[src/rtl/hline_pkg.sv]
// Shared types and constants for the horizontal-line move controller.
// State codes are visible on the debug LEDs.
package hline_pkg;

    typedef enum logic [2:0] {
        S_IDLE    = 3'd0,
        S_LOAD    = 3'd1,
        S_RUN_INC = 3'd2,
        S_RUN_DEC = 3'd3,
        S_PAUSE   = 3'd4
    } state_t;

    localparam logic [15:0] Y_MIN      = 16'd18;
    localparam logic [15:0] Y_MAX      = 16'd630;
    localparam logic [15:0] INIT_Y_DEF = 16'd18;

    function automatic logic is_run(input state_t s);
        return (s == S_RUN_INC) || (s == S_RUN_DEC);
    endfunction

endpackage

[src/rtl/hline_tick_div.sv]
// Frame divider with settle guard.
// Emits one qualifying-tick strobe every STEP_FRAMES accepted ticks.
module hline_tick_div #(
    parameter int STEP_FRAMES = 2,
    parameter int DW_WIDTH    = 8
) (
    input  logic clk,
    input  logic reset,
    input  logic frame_tick,
    input  logic en,
    input  logic clr,
    input  logic pulse,
    output logic qual
);

    localparam logic [DW_WIDTH-1:0] LAST = DW_WIDTH'(STEP_FRAMES - 1);

    logic [DW_WIDTH-1:0] div;
    logic                settle;
    logic                adv;

    // Counter flags are stale while a pulse is in flight and just after it.
    assign adv  = en & frame_tick & ~clr & ~pulse & ~settle;
    assign qual = adv & (div == LAST);

    always_ff @(posedge clk or posedge reset) begin
        if (reset) begin
            div    <= '0;
            settle <= 1'b0;
        end else begin
            settle <= pulse;
            if (clr)
                div <= '0;
            else if (adv)
                div <= qual ? '0 : div + DW_WIDTH'(1);
        end
    end

endmodule

[src/rtl/hline_move_ctrl.sv]
// Sequencer turning frame ticks into inc/dec/load pulses
// for the horizontal-line position counter.
module hline_move_ctrl
    import hline_pkg::*;
#(
    parameter int          STEP_FRAMES = 2,
    parameter logic [15:0] INIT_Y      = INIT_Y_DEF,
    parameter int          DW_WIDTH    = 8
) (
    input  logic        clk,
    input  logic        reset,
    input  logic        frame_tick,
    input  logic        start,
    input  logic        stop,
    input  logic        load_req,
    input  logic [15:0] load_val,
    input  logic        btn_inc,
    input  logic        btn_dec,
    input  logic        at_max,
    input  logic        at_min,
    output logic        inc,
    output logic        dec,
    output logic        ld,
    output logic [15:0] d,
    output logic        dir,
    output logic        running,
    output logic [2:0]  state
);

    state_t      st, st_n;
    logic        dir_n, inc_n, dec_n, ld_n;
    logic [15:0] d_n;
    logic        qual, busy, div_en, load_go;

    // Blocking new pulses while one is high keeps them one cycle wide.
    assign busy    = inc | dec | ld;
    assign load_go = load_req & ~busy;
    assign div_en  = is_run(st) | (st == S_PAUSE);
    assign running = is_run(st);
    assign state   = st;

    hline_tick_div #(
        .STEP_FRAMES (STEP_FRAMES),
        .DW_WIDTH    (DW_WIDTH)
    ) u_div (
        .clk        (clk),
        .reset      (reset),
        .frame_tick (frame_tick),
        .en         (div_en),
        .clr        (load_go),
        .pulse      (busy),
        .qual       (qual)
    );

    always_comb begin
        st_n  = st;
        dir_n = dir;
        inc_n = 1'b0;
        dec_n = 1'b0;
        ld_n  = 1'b0;
        d_n   = d;
        if (load_go) begin
            d_n  = load_val;
            ld_n = 1'b1;
            st_n = S_PAUSE;
        end else begin
            unique case (st)
                S_IDLE: begin
                    if (start && !busy) begin
                        d_n   = INIT_Y;
                        ld_n  = 1'b1;
                        dir_n = 1'b1;
                        st_n  = S_LOAD;
                    end
                end
                S_LOAD: begin
                    dir_n = 1'b1;
                    st_n  = S_RUN_INC;
                end
                S_RUN_INC: begin
                    if (stop) begin
                        st_n = S_PAUSE;
                    end else if (qual) begin
                        if (at_max) begin
                            dir_n = 1'b0;
                            dec_n = 1'b1;
                            st_n  = S_RUN_DEC;
                        end else begin
                            inc_n = 1'b1;
                        end
                    end
                end
                S_RUN_DEC: begin
                    if (stop) begin
                        st_n = S_PAUSE;
                    end else if (qual) begin
                        if (at_min) begin
                            dir_n = 1'b1;
                            inc_n = 1'b1;
                            st_n  = S_RUN_INC;
                        end else begin
                            dec_n = 1'b1;
                        end
                    end
                end
                S_PAUSE: begin
                    if (start && !busy) begin
                        d_n   = INIT_Y;
                        ld_n  = 1'b1;
                        dir_n = 1'b1;
                        st_n  = S_LOAD;
                    end else if (qual) begin
                        unique case (1'b1)
                            (btn_inc & ~btn_dec & ~at_max): inc_n = 1'b1;
                            (btn_dec & ~btn_inc & ~at_min): dec_n = 1'b1;
                            default: ;
                        endcase
                    end
                end
                default: st_n = S_IDLE;
            endcase
        end
    end

    always_ff @(posedge clk or posedge reset) begin
        if (reset) begin
            st  <= S_IDLE;
            dir <= 1'b1;
            inc <= 1'b0;
            dec <= 1'b0;
            ld  <= 1'b0;
            d   <= '0;
        end else begin
            st  <= st_n;
            dir <= dir_n;
            inc <= inc_n;
            dec <= dec_n;
            ld  <= ld_n;
            d   <= d_n;
        end
    end

endmodule

[config.mk]
export PLATFORM = sky130hd
export DESIGN_NAME = hline_move_ctrl
export DESIGN_NICKNAME = d
export VERILOG_FILES = /design/src/rtl/hline_pkg.sv /design/src/rtl/hline_tick_div.sv /design/src/rtl/hline_move_ctrl.sv
export SDC_FILE = /design/constraint.sdc
export NUM_CORES = 1
export LEC_CHECK = 0
export ABC_CLOCK_PERIOD_IN_PS = 2720
export BUFFER_PORTS_ARGS = -buffer_cell sky130_fd_sc_hd__buf_4
export CORE_MARGIN = 2
export CORE_UTILIZATION = 52
export CTS_BUF_LIST = sky130_fd_sc_hd__clkbuf_4 sky130_fd_sc_hd__clkbuf_8
export CTS_CLUSTER_DIAMETER = 40
export DETAILED_ROUTE_END_ITERATION = 8
export GPL_TIMING_DRIVEN = 0
export PLACE_DENSITY = 0.81
export SYNTH_ARGS = -nofsm -noshare
export SYNTH_HDL_FRONTEND = slang
export SYNTH_HIERARCHICAL = 1
export SYNTH_SLANG_ARGS = --single-unit
[constraint.sdc]
create_clock -name clk -period 2.72 [get_ports clk]
set_input_delay 0.544 -clock clk [delete_from_list [all_inputs] [get_ports clk]]
set_output_delay 0.544 -clock clk [all_outputs]
set_load 0.01 [all_outputs]
==> results of run 1 <==
## placed cells by master, fill, tap and decap left out, drive strengths merged, types with 2 or more instances in the layout
cell type,instances
a21oi,8
a22o,15
and2b,2
buf,56
clkbuf,7
dfrtp,31
ha,2
inv,9
nand2,14
nand3,5
nand4,2
nor2,6
nor2b,2
nor3,2
nor4,2
o211ai,3
o21ai,2
o22a,2
o31ai,3
or3,3
or4,3
## final cells by class
type                    count  area [um2]  area share, %
clock inverters             2        35.0           1.68
clock buffers               6        45.0           2.16
plain buffers               5        42.5           2.04
multi-input cells          92         693           33.3
inverters                   9        33.8           1.62
flip-flops and latches     32         802           38.5
well taps                  31        38.8           1.86
repair buffers             52         390           18.8
## path summary, 6_finish.rpt
path | endpoint | slack, ps | cells past startpoint
max in group asynchronous | d[2]$_DFFE_PP0P_ | 1790 | 2
worst min register to register | d[4]$_DFFE_PP0P_ | 510 | 1
worst max register to register | dir$_DFFE_PP1P_ | 160 | 10
worst min-delay path | u_div/div[7]$_DFFE_PP0P_ | 190 | 2
min in group clk | d[6]$_DFFE_PP0P_ | 440 | 2
worst max-delay path | dir$_DFFE_PP1P_ | 160 | 10
## power groups by stage
stage                     Clock [mW]  Combinational, mW  Sequential, mW
final                          0.360              0.668           0.701
after global routing           0.384              0.728           0.722
after CTS                      0.369              0.644           0.700
after detailed placement           0              0.642           0.707
after global placement             0              0.618           0.700
after floorplan                    0              0.340           0.736
## stage by stage
stage	instance area, um2	setup TNS (ps)
floorplan	1560	0
global placement	1970	0
detailed placement	1970	0
CTS	2050	0
global route	2080	-1.64
finish	2080	0
## metal layers
metal  global-route usage (%)  vias up  routed length [um]
met3                     5.05        5                 172
met2                     39.0       44                1970
li1                         -      629                   -
met5                        0        -                   0
met4                     7.14        0                  32
met1                     27.6      644                1480
## worst max-delay path, stage by stage (launching register included)
cell,delay [ps]
dfrtp_1,400
nor3_4,70
buf_4,140
nand2_2,130
inv_2,110
buf_6,160
clkbuf_1,240
nor4_4,420
nand2_1,90
or4_4,440
o32a_1,290
## what timing repair did
item	CTS	global route
endpoints found under the setup margin	0	2
setup buffers	0	3
resized for setup	0	1
## state kept, by name (all words and copies together) (netlist names)
| register | count |
|---|---|
| d | 16 |
| u_div/div | 8 |
| dir | 1 |
| inc | 1 |
| dec | 1 |
| state | 3 |
| u_div/settle | 1 |
| ld | 1 |
## logic make-up (layout without fill, tap and decap cells)
kind of cell / Yosys count / in the layout / share of synthesized area (%)
buffers and inverters: 14 / 74 / 4.88
AOI/OAI and AO/OA: 38 / 38 / 19.2
adders and majority gates: 2 / 2 / 1.60
muxes: 2 / 2 / 1.36
DFF: 32 / 32 / 51.3
and+or+nand+nor: 50 / 50 / 21.6
==> impl_metrics.prom, run 1 <==
# TYPE chip_impl_metric gauge
chip_impl_info{name="synth.cells.most_frequent",value="31 x dfrtp_1, 14 x a22o_1, 13 x nand2_1"} 1
chip_impl_metric{name="synth_cells",unit=""} 138
chip_impl_metric{name="switching_power",unit="mW"} 0.581
chip_impl_metric{name="dieWidth",unit="um"} 58.8
chip_impl_info{name="run_status",value="complete, but fails checks"} 1
chip_impl_metric{name="die_h",unit="um"} 58.8
chip_impl_metric{name="timing.fmax",unit="MHz"} 390
chip_impl_metric{name="via_count_of_the_first_global_routing_pass",unit=""} 1313
chip_impl_info{name="synth_area_leaders",value="dfrtp_1 50%, a22o_1 7.8%, nand2_1 3.1%"} 1
chip_impl_metric{name="asyncSetResetFlopFracSynth",unit="%"} 100
chip_impl_info{name="synthMostInstantiatedCell",value="dfrtp_1"} 1
chip_impl_metric{name="core_area",unit="mm2"} 0.00281
chip_impl_metric{name="cts-htree-levels",unit=""} 2
chip_impl_metric{name="post-synth-top-area-fraction",unit="%"} 49.6
chip_impl_metric{name="vias",unit=""} 1322
chip_impl_metric{name="layout.nets",unit=""} 225
chip_impl_metric{name="finalWorstPathRequiredPeriod",unit="ps"} 2560
chip_impl_metric{name="routed_wire_length_per_instance",unit="um"} 16.0
chip_impl_metric{name="sequential_cell_fraction_of_total_power",unit="%"} 40.5
chip_impl_metric{name="power_leakage",unit="nW"} 0.991
chip_impl_metric{name="finish.cell_count_without_fillers",unit=""} 229
chip_impl_metric{name="dpl.hpwl",unit="um"} 2690
chip_impl_info{name="kind_of_critical_path",value="flip-flop to flip-flop"} 1
chip_impl_metric{name="clk_path_buf_depth",unit=""} 2
chip_impl_metric{name="globalRouteTotalUtil",unit="%"} 22.4
chip_impl_metric{name="setup_violations",unit=""} 0
chip_impl_info{name="yosys_most_used_dff",value="dfrtp_1"} 1
chip_impl_info{name="endpoint_kind",value="flip-flop"} 1
chip_impl_metric{name="max-cap-violations",unit=""} 0
chip_impl_metric{name="postSynthRegisterBits",unit=""} 32
chip_impl_info{name="cts_tree",value="done"} 1
chip_impl_metric{name="port-buffer-count",unit=""} 49
chip_impl_metric{name="antenna_found_initial",unit=""} 0
chip_impl_metric{name="first_pass_grt_wire_length",unit="um"} 5910
chip_impl_metric{name="clkSlewWorstSetupHoldPaths",unit="ps"} 100
chip_impl_metric{name="crit_path_max_fanout",unit=""} 11
chip_impl_metric{name="gp_congestion",unit=""} 0.853
chip_impl_metric{name="max-slew-margin-rel",unit="%"} 43.1
chip_impl_metric{name="cts.sink_count",unit=""} 32
chip_impl_metric{name="total_power",unit="mW"} 1.73
chip_impl_metric{name="synthDistinctLibCells",unit=""} 49
chip_impl_info{name="launching_point_of_the_worst_reg2reg_path",value="ld$_DFF_PP0_"} 1
chip_impl_metric{name="post_synth.cell_area_avg",unit="um2"} 11.3
chip_impl_metric{name="whs",unit="ps"} 186
chip_impl_metric{name="grt_max_degree",unit=""} 24
chip_impl_info{name="hp-class",value="primary input to async pin"} 1
chip_impl_metric{name="synthesis.nets",unit=""} 166
chip_impl_metric{name="number_of_buffers_added_by_the_clock_tree_synthesis_step",unit=""} 5
chip_impl_metric{name="row_count",unit=""} 19
chip_impl_metric{name="io-pin-count",unit=""} 50
chip_impl_metric{name="worst_skew_pair.late_latency",unit="ps"} 320
chip_impl_metric{name="power-per-cell-area",unit="mW/mm2"} 831
chip_impl_metric{name="ys_seq_area_share",unit="%"} 51.3
chip_impl_metric{name="detail_route.drc_violations",unit=""} 4
chip_impl_metric{name="final-hold-violation-count",unit=""} 0
chip_impl_metric{name="skew",unit="ps"} 13.4
chip_impl_metric{name="yosys_warnings",unit=""} 6
chip_impl_metric{name="post-route-worst-setup-slack",unit="ps"} 159
chip_impl_info{name="yosysTopAreaCell",value="dfrtp_1"} 1
chip_impl_metric{name="power_frac_clock",unit="%"} 20.8
chip_impl_metric{name="drt_wl_total",unit="um"} 3660
chip_impl_metric{name="synth-edff-count",unit=""} 0
chip_impl_metric{name="final_min_period_over_clock_period",unit="%"} 94.2
chip_impl_metric{name="crit_arrival",unit="ps"} 2820
chip_impl_metric{name="final_core_util",unit="%"} 74.2
chip_impl_metric{name="switching_share",unit="%"} 33.6
chip_impl_metric{name="maxSlewViolCount",unit=""} 0
chip_impl_metric{name="number_of_detailed_routing_iterations_run_before_antenna_repair",unit=""} 6
chip_impl_info{name="failed_checks",value="DRC"} 1
chip_impl_metric{name="power.combinational.fraction",unit="%"} 38.6
chip_impl_metric{name="hold_buffers",unit=""} 0
chip_impl_metric{name="placement.setup.worst_slack",unit="ps"} 18.0
chip_impl_metric{name="placed_cells_incl_taps",unit=""} 218
chip_impl_metric{name="initial_utilization",unit="%"} 55.7
chip_impl_metric{name="final_layout_size_suffix_gt1_share",unit="%"} 41.9
chip_impl_metric{name="syn_area",unit="mm2"} 0.00156
chip_impl_info{name="critical_path.startpoint_type",value="flip-flop"} 1
chip_impl_metric{name="max-vdd-ir-drop",unit="uV"} 523
chip_impl_metric{name="layout-area-overhead-vs-synth",unit="%"} 33.1
chip_impl_metric{name="fillCellCount",unit=""} 213
chip_impl_metric{name="grt_overflow_total",unit=""} 0
chip_impl_info{name="worstSetupStartpoint",value="ld$_DFF_PP0_"} 1
chip_impl_metric{name="num_antenna_cells",unit=""} 0
chip_impl_info{name="clk_root_buffer_cell",value="clkbuf_4"} 1
chip_impl_metric{name="power.internal",unit="mW"} 1.15
chip_impl_metric{name="drt.antenna.violating_nets",unit=""} 0
chip_impl_metric{name="via_per_inst",unit=""} 5.77
chip_impl_metric{name="die_outline_area",unit="mm2"} 0.00346
chip_impl_metric{name="crit_required",unit="ps"} 2980
chip_impl_metric{name="timing_worst_slew_pin_value",unit="ps"} 853
chip_impl_metric{name="detailedRoute.firstIterationViolations",unit=""} 58
Note: power is estimated with default switching activity, not from simulation.
==> run 2: changes to the inputs <==
ABC_CLOCK_PERIOD_IN_PS = 3000   (was 2720)
CORE_MARGIN = not set   (was 2)
CORE_UTILIZATION = 56   (was 52)
PLACE_DENSITY = 0.87   (was 0.81)
clock period = 3 ns   (was 2.72 ns; I/O delays follow)
==> impl_metrics.prom, run 2 (synthesis gave the netlist of run 1 again) <==
# TYPE chip_impl_metric gauge
chip_impl_metric{name="multi_input_area",unit="um2"} 684
chip_impl_metric{name="timing_worst_slew_pin_value",unit="ps"} 853
chip_impl_metric{name="number_of_buffers_added_by_the_clock_tree_synthesis_step",unit=""} 5
chip_impl_info{name="launching_point_of_the_worst_reg2reg_path",value="dec$_DFF_PP0_"} 1
chip_impl_metric{name="placement.setup.worst_slack",unit="ps"} 272
chip_impl_metric{name="io-pin-count",unit=""} 50
chip_impl_info{name="commonest_non_fill_non_tap_cell_in_the_layout",value="buf_4"} 1
chip_impl_info{name="worstSetupStartpoint",value="dec$_DFF_PP0_"} 1
chip_impl_metric{name="num_antenna_cells",unit=""} 0
chip_impl_metric{name="post_cts_sizing",unit=""} 0
chip_impl_metric{name="whs",unit="ps"} 218
chip_impl_metric{name="antenna_found_initial",unit=""} 0
chip_impl_metric{name="initial_utilization",unit="%"} 60.9
chip_impl_info{name="endpoint_kind",value="flip-flop"} 1
chip_impl_metric{name="dieWidth",unit="um"} 54.8
chip_impl_metric{name="clk_path_buf_depth",unit=""} 2
chip_impl_metric{name="final_layout_size_suffix_gt1_share",unit="%"} 41.0
chip_impl_metric{name="max-vdd-ir-drop",unit="uV"} 753
chip_impl_metric{name="fillCellCount",unit=""} 171
chip_impl_metric{name="crit_path_max_fanout",unit=""} 10
chip_impl_metric{name="die_outline_area",unit="mm2"} 0.00301
chip_impl_metric{name="finalWorstPathRequiredPeriod",unit="ps"} 2660
chip_impl_metric{name="finish.cell_count_without_fillers",unit=""} 225
chip_impl_metric{name="final-hold-violation-count",unit=""} 0
chip_impl_info{name="layout.cells.most_common_list",value="49 x buf_4, 31 x dfrtp_1, 14 x a22o_1"} 1
chip_impl_metric{name="vias",unit=""} 1317
chip_impl_info{name="kind_of_critical_path",value="flip-flop to flip-flop"} 1
chip_impl_metric{name="setup_violations",unit=""} 0
chip_impl_info{name="grt_setup_unrepaired",value="no"} 1
chip_impl_info{name="r2r-end",value="dir$_DFFE_PP1P_"} 1
chip_impl_metric{name="power_leakage",unit="nW"} 0.983
chip_impl_info{name="critical_path.startpoint_type",value="flip-flop"} 1
chip_impl_metric{name="layout.nets",unit=""} 222
chip_impl_metric{name="row_count",unit=""} 18
chip_impl_info{name="hp-class",value="primary input to async pin"} 1
chip_impl_metric{name="detailedRoute.firstIterationViolations",unit=""} 34
chip_impl_metric{name="register_to_register_setup_slack",unit="ps"} 340
chip_impl_metric{name="cts-htree-levels",unit=""} 2
chip_impl_metric{name="post-route-worst-setup-slack",unit="ps"} 343
chip_impl_metric{name="grt_overflow_total",unit=""} 0
chip_impl_metric{name="globalRouteTotalUtil",unit="%"} 27.1
chip_impl_metric{name="clkSlewWorstSetupHoldPaths",unit="ps"} 100
chip_impl_metric{name="port-buffer-count",unit=""} 49
chip_impl_metric{name="placed_cells_incl_taps",unit=""} 217
chip_impl_metric{name="setup-tns-final",unit="ps"} 0
chip_impl_metric{name="drt_wl_total",unit="um"} 3550
chip_impl_metric{name="post-cts-setup-buffer-count",unit=""} 0
chip_impl_metric{name="largest_reg_flops",unit=""} 16
chip_impl_metric{name="drt.antenna.violating_nets",unit=""} 0
chip_impl_metric{name="final_min_period_over_clock_period",unit="%"} 88.6
chip_impl_metric{name="grt_max_degree",unit=""} 24
chip_impl_metric{name="number_of_detailed_routing_iterations_run_before_antenna_repair",unit=""} 4
chip_impl_metric{name="via_per_inst",unit=""} 5.85
chip_impl_metric{name="total_power",unit="mW"} 1.59
chip_impl_metric{name="worst_skew_pair.late_latency",unit="ps"} 340
chip_impl_metric{name="routed_wire_length_per_instance",unit="um"} 15.8
chip_impl_metric{name="sequential_cell_area",unit="um2"} 802
chip_impl_metric{name="die_h",unit="um"} 54.8
chip_impl_metric{name="power-per-cell-area",unit="mW/mm2"} 769
chip_impl_metric{name="crit_arrival",unit="ps"} 2930
chip_impl_metric{name="dpl.hpwl",unit="um"} 2620
chip_impl_metric{name="via_count_of_the_first_global_routing_pass",unit=""} 1182
chip_impl_metric{name="timing.fmax",unit="MHz"} 376
chip_impl_metric{name="first_pass_grt_wire_length",unit="um"} 5410
chip_impl_metric{name="maxSlewViolCount",unit=""} 0
chip_impl_metric{name="detail_route.drc_violations",unit=""} 0
chip_impl_metric{name="layout-area-overhead-vs-synth",unit="%"} 32.0
chip_impl_metric{name="reg2regPathDepth",unit=""} 8
chip_impl_info{name="largest-register",value="d"} 1
chip_impl_metric{name="skew",unit="ps"} 8.17
chip_impl_metric{name="cts.sink_count",unit=""} 32
chip_impl_info{name="run_status",value="completed"} 1
chip_impl_metric{name="max-slew-margin-rel",unit="%"} 43.1
chip_impl_metric{name="gp_congestion",unit=""} 0.851
chip_impl_metric{name="crit_required",unit="ps"} 3280
chip_impl_info{name="clk_root_buffer_cell",value="clkbuf_4"} 1
chip_impl_metric{name="max-cap-violations",unit=""} 0
chip_impl_info{name="cts_tree",value="done"} 1
chip_impl_metric{name="core_area",unit="mm2"} 0.00257
chip_impl_metric{name="hold_buffers",unit=""} 0
run 2: power by group:
group,leakage [nW],switching (mW),internal [mW]
logic,0.527,0.282,0.300
clock network,0.0515,0.149,0.221
registers,0.405,0.0932,0.540
total,0.983,0.525,1.06
run 2: worst max-delay path by stage:
stage / depth (start not counted) / to / slack (ps)
2_1_floorplan: 8 / dir$_DFFE_PP1P_ / 580
5_1_grt: 8 / dir$_DFFE_PP1P_ / 210
3_5_place_dp: 9 / dir$_DFFE_PP1P_ / 270
3_3_place_gp: 9 / dir$_DFFE_PP1P_ / 310
6_report: 8 / dir$_DFFE_PP1P_ / 340
4_1_cts: 8 / dir$_DFFE_PP1P_ / 340
run 2: worst max-delay path: stages, from the launching register on:
cell	delay, ps
dfrtp_1	420
nor3_4	360
inv_1	130
nand4bb_4	230
buf_2	210
nor4_2	400
nand2_1	90
or4_4	430
o32a_1	300
run 2: metal layers:
layer	up-vias	wire, um	GRT usage (%)
met4	0	45	11.1
met2	43	1870	43.0
li1	623	-	-
met5	-	0	0
met1	646	1440	32.3
met3	5	200	10.8
run 2: layout make-up:
cell class	instances	share of cell area, %
sequential	32	38.9
clock inverter	1	1.46
inverter	9	1.64
multi-input combinational	92	33.2
buffer	5	2.06
tap	30	1.82
timing repair buffer	49	17.8
clock buffer	7	3.15
run 2: through the flow:
| step | cell area (um2) | utilization, % |
|---|---|---|
| after floorplan | 1560 | - |
| after global placement | 1970 | 76.7 |
| after detailed placement | 1970 | 76.7 |
| after CTS | 2060 | 80.4 |
| after global routing | 2060 | 80.4 |
| final | 2060 | 80.4 |
